## src/rtl/nabp_angle_pkg.sv

```systemverilog
// rtl/nabp_angle_pkg.sv - shared projection-angle constants, feeder states and sweep-length helper
package nabp_angle_pkg;

   localparam int kAngleLength = 8;
   localparam int kAngle45     = 45;
   localparam int kAngle135    = 135;
   localparam int kAngle180    = 180;

   typedef enum logic [1:0] {
      S_IDLE = 2'd0,
      S_WAIT = 2'd1,
      S_ACK  = 2'd2,
      S_FIN  = 2'd3
   } feeder_state_t;

   // Angles issued by one sweep: ceil((a_end - a_start) / a_step).
   function automatic int sweep_count(input int a_start, input int a_step, input int a_end);
      return (a_end - a_start + a_step - 1) / a_step;
   endfunction

endpackage

```

## src/rtl/nabp_angle_feeder.sv

```systemverilog
// rtl/nabp_angle_feeder.sv - answers swap-control angle requests with the next angle of a programmed sweep
// Optional saturating stall counter output: define NABP_ANGLE_FEEDER_STALL_CNT_EN.
module nabp_angle_feeder
   import nabp_angle_pkg::*;
#(
   parameter int ANGLE_WIDTH = kAngleLength,
   parameter int ANGLE_START = 0,
   parameter int ANGLE_STEP  = 1,
   parameter int ANGLE_END   = kAngle180
) (
   input  logic                   clk,
   input  logic                   reset_n,
   input  logic                   start,
   input  logic                   hs_next_angle,
   output logic [ANGLE_WIDTH-1:0] hs_angle,
   output logic                   hs_next_angle_ack,
   output logic                   busy,
   output logic                   done,
   output logic [ANGLE_WIDTH:0]   angle_cnt
`ifdef NABP_ANGLE_FEEDER_STALL_CNT_EN
   ,
   output logic [31:0]            stall_cycles
`endif
);

   localparam logic [ANGLE_WIDTH-1:0] L_START = ANGLE_WIDTH'(ANGLE_START);
   localparam logic [ANGLE_WIDTH:0]   L_STEP  = (ANGLE_WIDTH+1)'(ANGLE_STEP);
   localparam logic [ANGLE_WIDTH:0]   L_END   = (ANGLE_WIDTH+1)'(ANGLE_END);
   localparam logic [ANGLE_WIDTH:0]   L_ONE   = (ANGLE_WIDTH+1)'(1);

   feeder_state_t          r_state;
   logic [ANGLE_WIDTH-1:0] r_angle;
   logic                   r_ack;
   logic                   r_busy;
   logic                   r_done;
   logic [ANGLE_WIDTH:0]   r_cnt;

   // One extra bit so the end-of-sweep compare cannot wrap.
   logic [ANGLE_WIDTH:0]   w_next_angle;
   logic                   w_more;

   assign w_next_angle = {1'b0, r_angle} + L_STEP;
   assign w_more       = (w_next_angle < L_END);

   always_ff @(posedge clk or negedge reset_n) begin
      if (!reset_n) begin
         r_state <= S_IDLE;
         r_angle <= L_START;
         r_ack   <= 1'b0;
         r_busy  <= 1'b0;
         r_done  <= 1'b0;
         r_cnt   <= '0;
      end else begin
         r_ack <= 1'b0;
         case (r_state)
            S_IDLE: begin
               if (start) begin
                  r_cnt   <= '0;
                  r_done  <= 1'b0;
                  r_busy  <= 1'b1;
                  r_state <= S_WAIT;
               end
            end
            S_WAIT: begin
               if (hs_next_angle) begin
                  if (r_cnt == '0) begin
                     r_ack   <= 1'b1;
                     r_angle <= L_START;
                     r_cnt   <= L_ONE;
                     r_state <= S_ACK;
                  end else if (w_more) begin
                     r_ack   <= 1'b1;
                     r_angle <= w_next_angle[ANGLE_WIDTH-1:0];
                     r_cnt   <= r_cnt + L_ONE;
                     r_state <= S_ACK;
                  end else begin
                     r_state <= S_FIN;
                  end
               end
            end
            // Swap control drops its request on the ack, so the request is not looked at here.
            S_ACK: r_state <= S_WAIT;
            S_FIN: begin
               r_done  <= 1'b1;
               r_busy  <= 1'b0;
               r_state <= S_IDLE;
            end
            default: r_state <= S_IDLE;
         endcase
      end
   end

   assign hs_angle          = r_angle;
   assign hs_next_angle_ack = r_ack;
   assign busy              = r_busy;
   assign done              = r_done;
   assign angle_cnt         = r_cnt;

`ifdef NABP_ANGLE_FEEDER_STALL_CNT_EN
   logic [31:0] r_stall;

   always_ff @(posedge clk or negedge reset_n) begin
      if (!reset_n) begin
         r_stall <= '0;
      end else if (r_state == S_IDLE && start) begin
         r_stall <= '0;
      end else if (r_state == S_WAIT && !hs_next_angle && r_busy && r_stall != 32'hFFFF_FFFF) begin
         r_stall <= r_stall + 32'd1;
      end
   end

   assign stall_cycles = r_stall;
`endif

endmodule

```

## config.mk

```make
export PLATFORM = sky130hd
export DESIGN_NAME = nabp_angle_feeder
export DESIGN_NICKNAME = d
export VERILOG_FILES = /design/src/rtl/nabp_angle_pkg.sv /design/src/rtl/nabp_angle_feeder.sv
export SDC_FILE = /design/constraint.sdc
export NUM_CORES = 1
export LEC_CHECK = 0
export CAP_MARGIN = 10
export CORE_ASPECT_RATIO = 0.75
export CORE_MARGIN = 4
export CORE_UTILIZATION = 45
export DETAILED_ROUTE_END_ITERATION = 16
export PLACE_DENSITY = 0.72
export SETUP_SLACK_MARGIN = 0.3
export SLEW_MARGIN = 20
export SYNTH_ARGS = -nofsm -noshare
export SYNTH_HDL_FRONTEND = slang
export SYNTH_SLANG_ARGS = --single-unit
export TNS_END_PERCENT = 50
```

## constraint.sdc

```tcl
create_clock -name clk -period 3.6 [get_ports clk]
set_input_delay 0.54 -clock clk [delete_from_list [all_inputs] [get_ports clk]]
set_output_delay 0.54 -clock clk [all_outputs]
set_load 0.02 [all_outputs]
```

==> results.md, run 1 <==
Place:
- The placement-stage worst setup slack is 1.19 ns.
- The placer congestion estimate is 0.909.
- The detailed placer's ending HPWL is 2400 um.
- Buffers placed on the I/O ports in this run total 23.

Clocking:
- In this run the number of H-tree levels came out at 1.
- The clock passes through at most 2 buffers.
- The number of buffers added to fix hold violations after cts is 0.
- The number of clock buffers inserted by TritonCTS is 3.
- TritonCTS built the clock tree.
- The post-cts gate resize count is 0.
- The root buffer cell chosen for the clock tree is clkbuf_8.
- The clock net in this run drives a total of 22 sinks.
- Clock latency on the worst-skew pair, taken at its later pin, is 0.26 ns.
- The clock transition at the registers of the reported paths is 0.07 ns.
- The count of buffers added by post-CTS timing repair for setup is 0.

Pwr:
- The maximum ir drop on the vdd rail is 0.313 mV.
- Summed over all cells, the static leakage comes to 0.000633 uW.
- Power spread over the standard cell area amounts to 700 nW/um^2.

GRT:
- Entering global routing, the biggest net connects 24 pins.
- The total overflow left after global routing is 0.
- The global-route wire length before repair is 5460 um.
- The initial antenna violation count came to 0.
- The via count of the first global-routing pass is 1108.
- The total track usage is 0.172.

Synth:
- The instance count of the mapped netlist is 149.
- The async set or reset register ratio after synthesis is 1.00.
- The number of flops mapped to enable cells by yosys is 0.
- The most used flip-flop cell after synthesis is dfrtp_1.
- The fraction of synthesized cell area taken by the top area cell type is 0.404.
- During synthesis, Yosys emitted a total of 0 warnings.
- The number of nets handed over by synthesis was 156.
- In the synthesized netlist, the cells that appear most often are 23 x nand2_1, 22 x dfrtp_1, 9 x nand3_1.
- The library cell with the highest instance count after synthesis is nand2_1.
- Summing every instance area after synthesis gives 1360 um^2.
- The unique cell type count in the Yosys netlist is 47.
- The largest area contributor in the netlist is dfrtp_1.
- The register bit total from synthesis is 22.
- For this run, the register share of the synthesized area comes to 0.404.
- By area the synthesized netlist is led by dfrtp_1 40%, nand2_1 6.3%, nand3_1 3.3%.
- A synthesized cell averages 9.15 um^2.

Timing:
- The count of final hold-check violations is 0.
- Across the routed clock network, the largest skew measured is 0.00357 ns.
- Summed over all failing endpoints, the final setup total negative slack is 0 ns.
- Setup violations remaining at the end of the flow were counted as 0.
- For this run, the top clock speed supported by timing is 409 MHz.
- The number of pins exceeding their max-slew limit in the final report came to 0.
- The transition at the pin with the smallest max-transition slack is 0.488 ns.
- Setup repair after global routing left no endpoint under its margin.
- The final period utilization is 0.679.
- The worst path in the final design needs a cycle of 2.44 ns, including I/O delays and setup.
- After layout, the worst setup slack is 1.16 ns.
- The headroom to the max-slew limit is 0.674.

Die:
- 24 I/O pins were placed.
- In this run the vertical extent of the chip is 55.7 um.
- The floorplan step defined a die boundary enclosing 3980 um^2.
- Measured along the x axis, the die boundary spans 71.6 um.
- The initial core utilization is 0.497.
- The row count is 16.
- The total core area is 2740 um^2.

Run:
- The number of maximum-capacitance violations is 0.

Setup path:
- The critical path in this run is classified as flop to flop.
- The worst endpoint required time is 3.80 ns.
- The type of element launching the critical path is a flop.
- The worst setup path is captured at a flop.
- The setup slack of the worst register-to-register path is 1.16 ns.
- The highest net fanout along the worst path is 23.
- The arrival time of data at the critical path endpoint is 2.64 ns.

Cells and area:
- The count of inserted antenna diode cells is 0.
- The relative area change from synthesis to final layout is 18.9%.
- The final layout contains 178 nets.
- Measured on the finished design, the core utilization comes to 0.591.
- In the final layout, the share of cells above drive strength 1 is 0.0828.

Min path:
- The path class of the tightest hold or removal check is input pin to async pin.

Routing:
- Using the TritonRoute via totals, the vias-per-cell ratio works out to 6.01.
- The detailed-routing iteration count for the pre-antenna-repair pass is 4.
- The number of design-rule violations left by the first detailed-router iteration is 89.
- The detailed-route via count is 1233.
- The DRC violation count after routing is 0.
- Once detail routing completed, the nets flagged for antenna violations numbered 0.
- The overall routed net length is 3330 um.
- The average routed wire per standard cell is 16.2 um.

Outcome:
- The flow ran to the end, and the final reports show no timing, DRC or antenna violations.
-- state kept, by name (all words and copies together) (netlist names) --
name	count
angle_cnt	9
busy	1
done	1
hs_angle	8
hs_next_angle_ack	1
r_state	2
-- placed cells by master (no fill, tap or decap), types with 2 or more instances in the layout --
master / netlist / routed
ha_1: 3 / 3
clkdlybuf4s50_1: 0 / 22
o31ai_1: 3 / 3
or2_2: 3 / 3
inv_1: 5 / 5
nand2_1: 23 / 23
a21o_1: 3 / 3
o211ai_1: 6 / 6
o311ai_1: 3 / 3
nor3_1: 2 / 2
a21oi_1: 8 / 8
nand3_1: 9 / 9
nand2b_1: 3 / 3
nor2_1: 6 / 6
dfrtp_1: 22 / 22
o21ai_0: 5 / 5
or3_1: 3 / 3
o2bb2ai_1: 2 / 2
or4_1: 4 / 4
clkbuf_8: 0 / 3
and3_1: 2 / 2
o311ai_0: 4 / 4
-- stage by stage --
step	cell area, um^2	power, uW	hold slack, ns	cells
after floorplan	1360	788	0.244	149
after global placement	1590	974	0.505	202
after detailed placement	1590	981	0.540	202
after CTS	1630	1140	0.557	205
after global routing	1620	1210	0.268	205
final	1620	1140	0.234	205
-- where the power goes --
group	internal (uW)	leakage, uW	total [uW]	switching, uW
logic	245	0.000339	557	312
clock network	74.6	0.0000216	147	72.1
registers	317	0.000272	432	115
total	637	0.000633	1140	499
-- area by class of cell --
| cell class | count | area [um^2] |
|---|---|---|
| Inverter | 6 | 22.5 |
| Fill cell | 231 | 1120 |
| Timing Repair Buffer | 23 | 225 |
| Multi-Input combinational cell | 115 | 737 |
| Sequential cell | 22 | 551 |
| Tap cell | 36 | 45.0 |
| Clock buffer | 3 | 41.3 |
-- worst paths after layout --
kind                       cells after the start               startpoint                        to
hold / removal                                 1                  reset_n          busy$_DFFE_PN0P_
hold reg to reg                                2         done$_DFFE_PN0P_          done$_DFFE_PN0P_
max in group asynchronous                      1                  reset_n  angle_cnt[2]$_DFFE_PN0P_
setup / recovery                               7  hs_angle[0]$_DFFE_PN0P_   hs_angle[7]$_DFFE_PN0P_
min in group clk                               2         done$_DFFE_PN0P_          done$_DFFE_PN0P_
setup reg to reg                               7  hs_angle[0]$_DFFE_PN0P_   hs_angle[7]$_DFFE_PN0P_
-- metal layers --
layer  global-route usage  wire length (um)  up-vias
met5                    0                 0        -
met4               0.0349                16        0
met3               0.0505               242        4
met2                0.237              1460       45
met1                0.264              1610      584
li1                     -                 -      600
-- kinds of logic after synthesis --
family          Yosys count  share of synthesized area
fa+ha+maj                 3                     0.0275
simple gates             64                      0.244
compound gates           47                      0.261
buf+inv                  12                     0.0560
flops                    22                      0.404
mux                       1                    0.00734
-- worst max-delay path, stage by stage, from the launching register on --
cell and delay [ns]:
dfrtp_1 0.48, ha_1 0.36, nand2_1 0.17, o32ai_2 0.31
a211oi_2 0.08, or2_4 0.36, or4_1 0.53, nand3_1 0.09
No activity file was read; power rests on OpenSTA's default activity.
==> run 2, diff against run 1 <==
clock period = 2.5 ns   (was 3.6 ns; I/O delays follow)
==> results.md, run 2 (synthesis gave the netlist of run 1 again) <==
Outcome:
- The flow ran to the end, and the final reports show no timing, DRC or antenna violations.

Pwr:
- The cell-internal power is 990 uW (+56%).
- The power share of the clock group is 0.127 (-0.002).
- The portion of total power attributed to combinational logic is 0.514 (+0.024).
- The post-layout total power came to 1740 uW (+53%).
- The leakage dissipation was 0.000663 uW (+4.7%).
- The net switching power came to 750 uW (+50%).
- The proportion of power drawn by flip-flops and latches is 0.359 (-0.021).
- The maximum ir drop on the vdd rail is 0.705 mV (+120%).
- The cell area power density was 1020 nW/um^2 (+46%).
- The switching share of total power was 0.431 (-0.00818).

Cells and area:
- The share of final-layout standard cells stronger than drive strength 1 came to 0.146 (+0.0632).
- The relative area change from synthesis to final layout is 25.1%.
- The final net count is 186 (+4.5%).
- In the layout the commonest cells are 23 x nand2_1, 23 x clkdlybuf4s50_1, 18 x dfrtp_1.
- The count of inserted antenna diode cells was 0 (unchanged).
- The flip-flop count of the largest register, all copies and words added came to 9 (unchanged).

Timing:
- The clock period minus final worst setup slack is 2.12 ns (-0.328 ns).
- The highest clock frequency the design can meet is 473 MHz (+16%).
- The number of pins exceeding their max-slew limit in the final report came to 0 (unchanged).
- The final period utilization was 0.846 (+0.167).
- The count of final hold-check violations is 0 (unchanged).
- The transition at the pin with the smallest max-transition slack was 0.426 ns (-0.0624 ns).
- The worst hold slack is 0.467 ns (+0.233 ns).
- The headroom to the max-slew limit is 0.712 (+0.0376).
- Setup repair after global routing could not meet its margin everywhere.
- The final setup TNS is 0 ns (unchanged).
- The setup violation total in the final timing report came to 0 (unchanged).
- The setup skew after layout was 0.00342 ns (-0.000148 ns).

Clocking:
- The root buffer cell is clkbuf_8.
- The clock latency at the later pin of the worst-skew pair is 0.26 ns (about the same).
- The number of levels the H-tree was split into was 1 (unchanged).
- The number of clock buffers inserted by TritonCTS was 3 (unchanged).
- The total number of clock tree sinks came to 22 (unchanged).
- The clock transition at the registers of the reported paths is 0.07 ns (about the same).
- The number of buffers added to fix hold violations after cts was 0 (unchanged).
- The clock tree from TritonCTS is built.
- The number of buffers between clock root and the deepest sink is 2 (unchanged).

Routing:
- The count of nets left with antenna violations after detail routing is 0 (unchanged).
- The detailed-routing iteration count for the pre-antenna-repair pass is 4 (unchanged).
- The number of design-rule violations left by the first detailed-router iteration was 129 (+45%).
- The overall routed net length is 3500 um (+5.2%).
- The detailed-route via count is 1262 (+2.4%).
- The average routed wire per standard cell came to 16.4 um (+0.74%).
- The DRC violation count after routing is 0 (unchanged).
- The routed via count divided by cell count was 5.90 (-2.0%).

GRT:
- The initial antenna violation count is 0 (unchanged).
- The total overflow reported by the global router is 0 (unchanged).
- The total track usage is 0.178 (+0.00568).
- The largest net degree at the start of global routing is 24 (unchanged).
- The global-route wire length before repair is 5660 um (+3.7%).
- The via count of the first global-routing pass came to 1173 (+5.9%).

Die:
- The row count is 16 (unchanged).
- The top-level I/O count is 24 (unchanged).
- The floorplan die area is 3980 um^2 (unchanged).
- The initial core utilization is 0.497 (unchanged).
- The y dimension of the die is 55.7 um (unchanged).
- The die width came to 71.6 um (unchanged).
- The total core area came to 2740 um^2 (unchanged).

Setup path:
- The end of the critical path is angle_cnt[8]$_DFFE_PN0P_.
- The depth of the worst register-to-register path is 7 (unchanged).
- The start of the worst register-to-register path is hs_angle[1]$_DFFE_PN0P_.
- The critical path is of the flop to flop type.
- The worst endpoint required time is 2.70 ns (-1.10 ns).
- The worst register-to-register path ends at angle_cnt[8]$_DFFE_PN0P_.
- The highest net fanout along the worst path came to 12 (-48%).
- The arrival time of data at the critical path endpoint is 2.31 ns (-0.33 ns).
- The setup slack of the worst register-to-register path came to 0.38 ns (-0.77 ns).
- The critical path endpoint category is a flop.
- The critical path starts at hs_angle[1]$_DFFE_PN0P_.
- The type of element launching the critical path is a flop.

Min path:
- The tightest min-delay check is of the input pin to async pin type.

Run:
- The number of maximum-capacitance violations is 0 (unchanged).

Place:
- The number of buffers inserted by port buffering is 23 (unchanged).
- The detailed placer's ending HPWL is 2480 um (+3.3%).
- The placer congestion estimate is 1.02 (+12%).
## run 2: cell count changes in the layout (fill, tap and decap cells not counted)
| cell | change |
|---|---|
| buf_4 | +7 |
| dfrtp_1 | -4 |
| dfrtp_2 | +4 |
| buf_2 | -1 |
| clkbuf_1 | +1 |
| clkdlybuf4s50_1 | +1 |
| ha_1 | -1 |
| ha_4 | +1 |
| or2_2 | +1 |
## run 2: how the worst min path moves through the flow
stage	from	endpoint	slack [ns]	cells after the start
floorplan	reset_n	angle_cnt[0]$_DFFE_PN0P_	0.08	0
global placement	done$_DFFE_PN0P_	done$_DFFE_PN0P_	0.52	2
detailed placement	done$_DFFE_PN0P_	done$_DFFE_PN0P_	0.52	2
CTS	reset_n	angle_cnt[0]$_DFFE_PN0P_	0.47	2
global route	reset_n	angle_cnt[7]$_DFFE_PN0P_	0.49	2
finish	reset_n	angle_cnt[4]$_DFFE_PN0P_	0.47	2
## run 2: repair_timing
item | in CTS | in global routing
endpoints found under the setup margin | 7 | 16
setup buffers | 0 | 4
gates cloned | 0 | 1
pin swaps | 1 | 2
endpoints found under the hold margin | 0 | 0
resized for setup | 2 | 2
## run 2: routing by layer
layer	routed length, um	track usage
met1	1700	0.265
met2	1540	0.258
met3	243	0.0379
met4	23	0.0483
met5	0	0
## run 2: power by group through the flow
stage | Combinational, uW | Sequential [uW] | Clock (uW)
4_1_cts | 828 | 628 | 234
3_5_place_dp | 817 | 626 | 0
5_1_grt | 972 | 644 | 250
3_3_place_gp | 801 | 613 | 0
6_report | 894 | 624 | 221
2_1_floorplan | 454 | 685 | 0
## run 2: critical path, cell delays in order (launching register included)
cell,delay (ns)
dfrtp_2,0.45
ha_4,0.20
and3_1,0.18
a31oi_1,0.14
o22ai_1,0.15
or2_4,0.31
or4_1,0.52
nand3_1,0.10
## run 2: layout make-up
type / count / area [um^2]
flip-flops and latches: 22 / 556
well taps: 36 / 45.0
fillers: 227 / 1040
inverters: 6 / 22.5
repair buffers: 30 / 283
multi-input cells: 116 / 756
clock buffers: 4 / 45.0
## run 2: metrics by stage
stage,util,worst slack [ns],cell area [um^2],cells
2_1_floorplan,-,0.312,1370,149
3_3_place_gp,0.588,0.322,1610,205
3_5_place_dp,0.588,0.190,1610,205
4_1_cts,0.608,0.303,1670,209
5_1_grt,0.622,0.249,1710,214
6_report,0.622,0.385,1710,214
